File: src/rtl/chirp_uart_tx.sv
// chirp_uart_tx -- UART transmitter with a small transmit FIFO.
// Frame: start bit, DATA_WIDTH data bits LSB first, stop bit (8N1 by default).
// Optional feature macro: CHIRP_UART_TX_PARITY_EN adds an even-parity bit
// between the last data bit and the stop bit (11-bit frame).
// o_tx is registered: the next line level is computed together with the next
// state, so the line changes on the same edge the FSM changes state.
`timescale 1ns/1ps
module chirp_uart_tx #(
  parameter int CLKS_PER_BIT = 1042,
  parameter int DATA_WIDTH   = 8,
  parameter int FIFO_DEPTH   = 4
) (
  input  logic                  i_clk,
  input  logic                  i_rst_n,
  input  logic [DATA_WIDTH-1:0] i_data,
  input  logic                  i_valid,
  output logic                  o_ready,
  output logic                  o_tx,
  output logic                  o_busy
);

  localparam int CNT_W  = (CLKS_PER_BIT > 1) ? $clog2(CLKS_PER_BIT) : 1;
  localparam int BIT_W  = (DATA_WIDTH > 1) ? $clog2(DATA_WIDTH) : 1;
  localparam int PTR_W  = (FIFO_DEPTH > 1) ? $clog2(FIFO_DEPTH) : 1;
  localparam int FCNT_W = PTR_W + 1;
  localparam logic [CNT_W-1:0]  BIT_TIME_LAST = CNT_W'(CLKS_PER_BIT - 1);
  localparam logic [BIT_W-1:0]  DATA_LAST     = BIT_W'(DATA_WIDTH - 1);
  localparam logic [FCNT_W-1:0] FIFO_FULL     = FCNT_W'(FIFO_DEPTH);

  typedef enum logic [2:0] {
    IDLE   = 3'd0,
    START  = 3'd1,
    DATA   = 3'd2,
`ifdef CHIRP_UART_TX_PARITY_EN
    PARITY = 3'd4,
`endif
    STOP   = 3'd3
  } state_t;

`ifdef CHIRP_UART_TX_PARITY_EN
  // Even parity: the parity bit makes the total count of ones even.
  function automatic logic even_parity(input logic [DATA_WIDTH-1:0] d);
    return ^d;
  endfunction

  logic par_r;
  logic par_s;
`endif

  state_t                  state_r, state_s;
  logic [CNT_W-1:0]        cnt_r, cnt_s;
  logic [BIT_W-1:0]        bit_r, bit_s;
  logic [DATA_WIDTH-1:0]   shift_r, shift_s;
  logic                    tx_r, tx_s;
  logic [DATA_WIDTH-1:0]   fifo_mem_r [FIFO_DEPTH];
  logic [PTR_W-1:0]        wr_ptr_r, rd_ptr_r;
  logic [FCNT_W-1:0]       count_r;
  logic                    push_s, pop_s, bit_end_s, fifo_nempty_s;
  logic [DATA_WIDTH-1:0]   head_s;

  assign o_ready       = (count_r < FIFO_FULL);
  assign push_s        = i_valid & o_ready;
  assign fifo_nempty_s = (count_r != {FCNT_W{1'b0}});
  assign head_s        = fifo_mem_r[rd_ptr_r];
  assign bit_end_s     = (cnt_r == BIT_TIME_LAST);
  assign o_tx          = tx_r;
  assign o_busy        = (state_r != IDLE) || fifo_nempty_s;

  // FIFO storage: write the accepted byte at the write pointer.
  always_ff @(posedge i_clk or negedge i_rst_n) begin
    if (!i_rst_n) begin
      fifo_mem_r <= '{default: {DATA_WIDTH{1'b0}}};
    end else if (push_s) begin
      fifo_mem_r[wr_ptr_r] <= i_data;
    end
  end

  // FIFO pointers and occupancy; pointers wrap naturally (power-of-two depth).
  always_ff @(posedge i_clk or negedge i_rst_n) begin
    if (!i_rst_n) begin
      wr_ptr_r <= {PTR_W{1'b0}};
      rd_ptr_r <= {PTR_W{1'b0}};
      count_r  <= {FCNT_W{1'b0}};
    end else begin
      if (push_s) wr_ptr_r <= wr_ptr_r + PTR_W'(1);
      if (pop_s)  rd_ptr_r <= rd_ptr_r + PTR_W'(1);
      case ({push_s, pop_s})
        2'b10:   count_r <= count_r + FCNT_W'(1);
        2'b01:   count_r <= count_r - FCNT_W'(1);
        default: count_r <= count_r;
      endcase
    end
  end

  // Transmit FSM state, bit timer, shift register and registered line level.
  always_ff @(posedge i_clk or negedge i_rst_n) begin
    if (!i_rst_n) begin
      state_r <= IDLE;
      cnt_r   <= {CNT_W{1'b0}};
      bit_r   <= {BIT_W{1'b0}};
      shift_r <= {DATA_WIDTH{1'b0}};
      tx_r    <= 1'b1;
`ifdef CHIRP_UART_TX_PARITY_EN
      par_r   <= 1'b0;
`endif
    end else begin
      state_r <= state_s;
      cnt_r   <= cnt_s;
      bit_r   <= bit_s;
      shift_r <= shift_s;
      tx_r    <= tx_s;
`ifdef CHIRP_UART_TX_PARITY_EN
      par_r   <= par_s;
`endif
    end
  end

  // Next state; the line level is chosen for the state being entered.
  always_comb begin
    state_s = state_r;
    cnt_s   = cnt_r;
    bit_s   = bit_r;
    shift_s = shift_r;
    tx_s    = tx_r;
    pop_s   = 1'b0;
`ifdef CHIRP_UART_TX_PARITY_EN
    par_s   = par_r;
`endif
    case (state_r)
      IDLE: begin
        cnt_s = {CNT_W{1'b0}};
        bit_s = {BIT_W{1'b0}};
        if (fifo_nempty_s) begin
          pop_s   = 1'b1;
          state_s = START;
          shift_s = head_s;
          tx_s    = 1'b0;
`ifdef CHIRP_UART_TX_PARITY_EN
          par_s   = even_parity(head_s);
`endif
        end else begin
          state_s = IDLE;
          tx_s    = 1'b1;
        end
      end
      START: begin
        if (bit_end_s) begin
          state_s = DATA;
          cnt_s   = {CNT_W{1'b0}};
          bit_s   = {BIT_W{1'b0}};
          tx_s    = shift_r[0];
        end else begin
          cnt_s = cnt_r + CNT_W'(1);
        end
      end
      DATA: begin
        if (bit_end_s) begin
          cnt_s = {CNT_W{1'b0}};
          if (bit_r == DATA_LAST) begin
            bit_s   = {BIT_W{1'b0}};
`ifdef CHIRP_UART_TX_PARITY_EN
            state_s = PARITY;
            tx_s    = par_r;
`else
            state_s = STOP;
            tx_s    = 1'b1;
`endif
          end else begin
            bit_s   = bit_r + BIT_W'(1);
            shift_s = shift_r >> 1;
            tx_s    = shift_r[1];
          end
        end else begin
          cnt_s = cnt_r + CNT_W'(1);
        end
      end
`ifdef CHIRP_UART_TX_PARITY_EN
      PARITY: begin
        if (bit_end_s) begin
          state_s = STOP;
          cnt_s   = {CNT_W{1'b0}};
          tx_s    = 1'b1;
        end else begin
          cnt_s = cnt_r + CNT_W'(1);
        end
      end
`endif
      STOP: begin
        if (bit_end_s) begin
          cnt_s = {CNT_W{1'b0}};
          bit_s = {BIT_W{1'b0}};
          // Chain straight into the next frame when more data is queued.
          if (fifo_nempty_s) begin
            pop_s   = 1'b1;
            state_s = START;
            shift_s = head_s;
            tx_s    = 1'b0;
`ifdef CHIRP_UART_TX_PARITY_EN
            par_s   = even_parity(head_s);
`endif
          end else begin
            state_s = IDLE;
            tx_s    = 1'b1;
          end
        end else begin
          cnt_s = cnt_r + CNT_W'(1);
        end
      end
      default: begin
        state_s = IDLE;
        cnt_s   = {CNT_W{1'b0}};
        bit_s   = {BIT_W{1'b0}};
        tx_s    = 1'b1;
      end
    endcase
  end

endmodule

File: config.mk
export PLATFORM = sky130hd
export DESIGN_NAME = chirp_uart_tx
export DESIGN_NICKNAME = d
export VERILOG_FILES = /design/src/rtl/chirp_uart_tx.sv
export SDC_FILE = /design/constraint.sdc
export NUM_CORES = 1
export LEC_CHECK = 0
export ABC_AREA = 1
export ABC_CLOCK_PERIOD_IN_PS = 2340
export BUFFER_PORTS_ARGS = -buffer_cell sky130_fd_sc_hd__buf_2
export CAP_MARGIN = 25
export CELL_PAD_IN_SITES_DETAIL_PLACEMENT = 0
export CELL_PAD_IN_SITES_GLOBAL_PLACEMENT = 1
export CORE_MARGIN = 2
export CORE_UTILIZATION = 35
export CTS_BUF_LIST = sky130_fd_sc_hd__clkbuf_4 sky130_fd_sc_hd__clkbuf_8
export DETAILED_ROUTE_END_ITERATION = 7
export PLACE_DENSITY = 0.75
export SYNTH_ARGS = -nofsm -noshare
export SYNTH_HDL_FRONTEND = slang
export SYNTH_SLANG_ARGS = --single-unit
File: constraint.sdc
create_clock -name i_clk -period 2.34 [get_ports i_clk]
set_input_delay 0.585 -clock i_clk [delete_from_list [all_inputs] [get_ports i_clk]]
set_output_delay 0.585 -clock i_clk [all_outputs]
set_load 0.1 [all_outputs]
==> impl_results.md <==
* DRT antenna net count at 0
* Skew-Pair Late Insertion Delay at 350 ps
* Mean post-synth cell area at 8.04 µm²
* Cts hold-fix bufs at 0
* Max Fclk at 457 MHz
* Setup Skew at 12.1 ps
* Die ar. at 0.00999 mm²
* # diodes at 0
* IO Count at 14
* Max Transition Viols Final at 0
* Row count at 35
* Hpwl dp at 4.48 mm
* Area delta synth->final at 15.6%
* Tcrit/Tclk final at 0.934
* Area leader, netlist: dfrtp_1
* WL/cell at 12.4 µm
* Pwr Density at 937 mW/mm²
* Dpl ws at 109 ps
* DR DRC count at 0
* Critical Path RT at 2570 ps
* Starting Density at 0.356
* Die height at 100 µm
* WP data arrival at 2420 ps
* Total Wirelength at 6.65 mm
* Die width at 100 µm
* RSZ-0062 raised after global routing: false
* Final-report hold violation count at 0
* HP Class: primary input to async pin
* Count leader, synth: nand2_1
* Pleak at 1.92 nW
* TritonCTS Sinks at 64
* Max-capacitance violation count at 0
* Largest net degree at the start of global routing at 65
* GP Congestion at 0.755
* EDFF count, synth at 0
* Distinct cells, synth at 26
* CTS root buffer: clkbuf_8
* Post-layout util at 0.411
* Post-synth top area share at 0.489
* IO buf count at 13
* Kind of critical path: flip-flop to flip-flop
* Sequential area share after synthesis at 0.497
* Worst Setup Start Kind: flip-flop
* Share of post-route cells with drive strength above 1 at 0.119
* Core box area at 0.00906 mm²
* Final setup fails at 0
* Vias in the first global route at 2519
* FF+latch count, synth at 64
* Largest cells by area after synthesis: dfrtp_1, nand2_1, nand3_1
* Filler cells at 945
* Crit Path Max Fanout at 4
* Crit end category: flip-flop
* Ys Warns at 0
* Post-DR vias/cell at 4.72
* Post-Syn Area at 0.00322 mm²
* Buffer depth of the longest clock path at 2
* Cts bufs inserted at 9
* Fin crit period at 2190 ps
* TritonCTS clock tree: built
* Drt first pass iters at 5
* Outcome: complete, no violations
* Nets@finish at 448
* Grt ovf at 0
* Syn Inst Count at 401
* Post-synth top cells: nand2_1, dfrtp_1, nand3_1
* Relative slew slack at 0.637
* Initial antenna violation count at 0
* Gr usage total at 0.150
* Hold_ws at 229 ps
* Synthesized net count at 427
* Max rail drop VDD at 0.458 mV
* Via count at 2540
* First-pass GRT wire length at 11.8 mm
* Iteration-0 DRC count of the detailed router at 109
* Worst Setup Slack, final at 154 ps
* H-tree levels at 3
* Most common flop cell mapped by yosys: dfrtp_1
* Worst-Margin Slew at 541 ps
* Async SR Flop Fraction at 1.00
* Clk slew on worst S/H paths at 80 ps
report_power, final:
group / total (mW) / switching (mW) / internal, mW
sequential: 1.55 / 0.154 / 1.40
combinational: 0.748 / 0.475 / 0.272
clock: 1.19 / 0.473 / 0.720
kinds of logic after synthesis:
family,after synthesis,synth area share
compound gates,42,0.0695
xor+xnor,9,0.0245
fa+ha+maj,15,0.0606
buf+inv,51,0.0633
flops,64,0.497
simple gates,220,0.285
state kept, by name (all words and copies together), names as in the netlist:
name and flops:
bit_r 3, count_r 3, rd_ptr_r 2, shift_r 8, o_tx 1, fifo_mem_r 32
state_r 2, cnt_r 11, wr_ptr_r 2
what timing repair did:
action,in CTS,in global routing
buffers inserted,0,1
resized for setup,0,4
setup endpoints to repair,0,2
per-layer routing:
layer  vias to the layer above  wire [µm]  track usage
li1                       1310          -            -
met2                        41       3090        0.244
met1                      1181       3220        0.193
met4                         0         82       0.0495
met5                         -          0            0
met3                         8        256       0.0425
placed cells by master, fill, tap and decap left out, types with 2 or more instances in the layout:
| master | count |
|---|---|
| bufinv_16 | 3 |
| nand2_2 | 3 |
| nor2_1 | 19 |
| inv_1 | 36 |
| clkbuf_8 | 9 |
| buf_4 | 8 |
| a21oi_1 | 4 |
| xnor2_1 | 2 |
| buf_2 | 12 |
| xor2_1 | 7 |
| dfrtp_1 | 63 |
| o21ai_0 | 35 |
| nand3_1 | 42 |
| nand2_1 | 139 |
| inv_6 | 3 |
| ha_1 | 14 |
| nor3_1 | 7 |
| nand4_1 | 3 |
| nand3_2 | 2 |
metrics by stage:
stage	power (mW)	area (µm²)	TNS (ps)	cells
final	3.49	3730	0	538
after detailed placement	2.33	3460	0	521
after floorplan	2.14	3240	-45.5	401
after global routing	3.77	3730	0	538
after CTS	3.55	3710	0	537
after global placement	2.30	3460	0	521
critical path, cell delays in order, from the launching register on:
cell     delay, ps
dfrtp_1        390
inv_1           90
ha_1           310
inv_1           80
nand2_2         60
nor2_4         130
nand2_2         70
inv_1           60
ha_1           130
inv_1           70
fa_2           340
a21oi_1        120
o21ai_1         90
xor2_1         140
path summary, 6_finish.rpt:
check	start	to	slack, ps	cells past startpoint
max	state_r[1]$_DFFE_PN0P_	count_r[2]$_DFFE_PN0P_	150	13
min	i_rst_n	cnt_r[8]$_DFF_PN0_	230	2
max reg2reg	state_r[1]$_DFFE_PN0P_	count_r[2]$_DFFE_PN0P_	150	13
min reg2reg	shift_r[7]$_DFFE_PN0P_	shift_r[7]$_DFFE_PN0P_	480	2
max in group asynchronous	i_rst_n	o_tx$_DFFE_PN1P_	1770	2
min in group i_clk	shift_r[7]$_DFFE_PN0P_	shift_r[7]$_DFFE_PN0P_	480	2
area by class of cell:
cell class,instances,area [µm²],area share
Tap cell,111,139,0.0373
Inverter,39,150,0.0403
Clock inverter,7,125,0.0336
Sequential cell,64,1600,0.430
Timing Repair Buffer,22,148,0.0396
Clock buffer,9,124,0.0332
Multi-Input combinational cell,286,1440,0.386
Note: power is estimated with default switching activity, not from simulation.
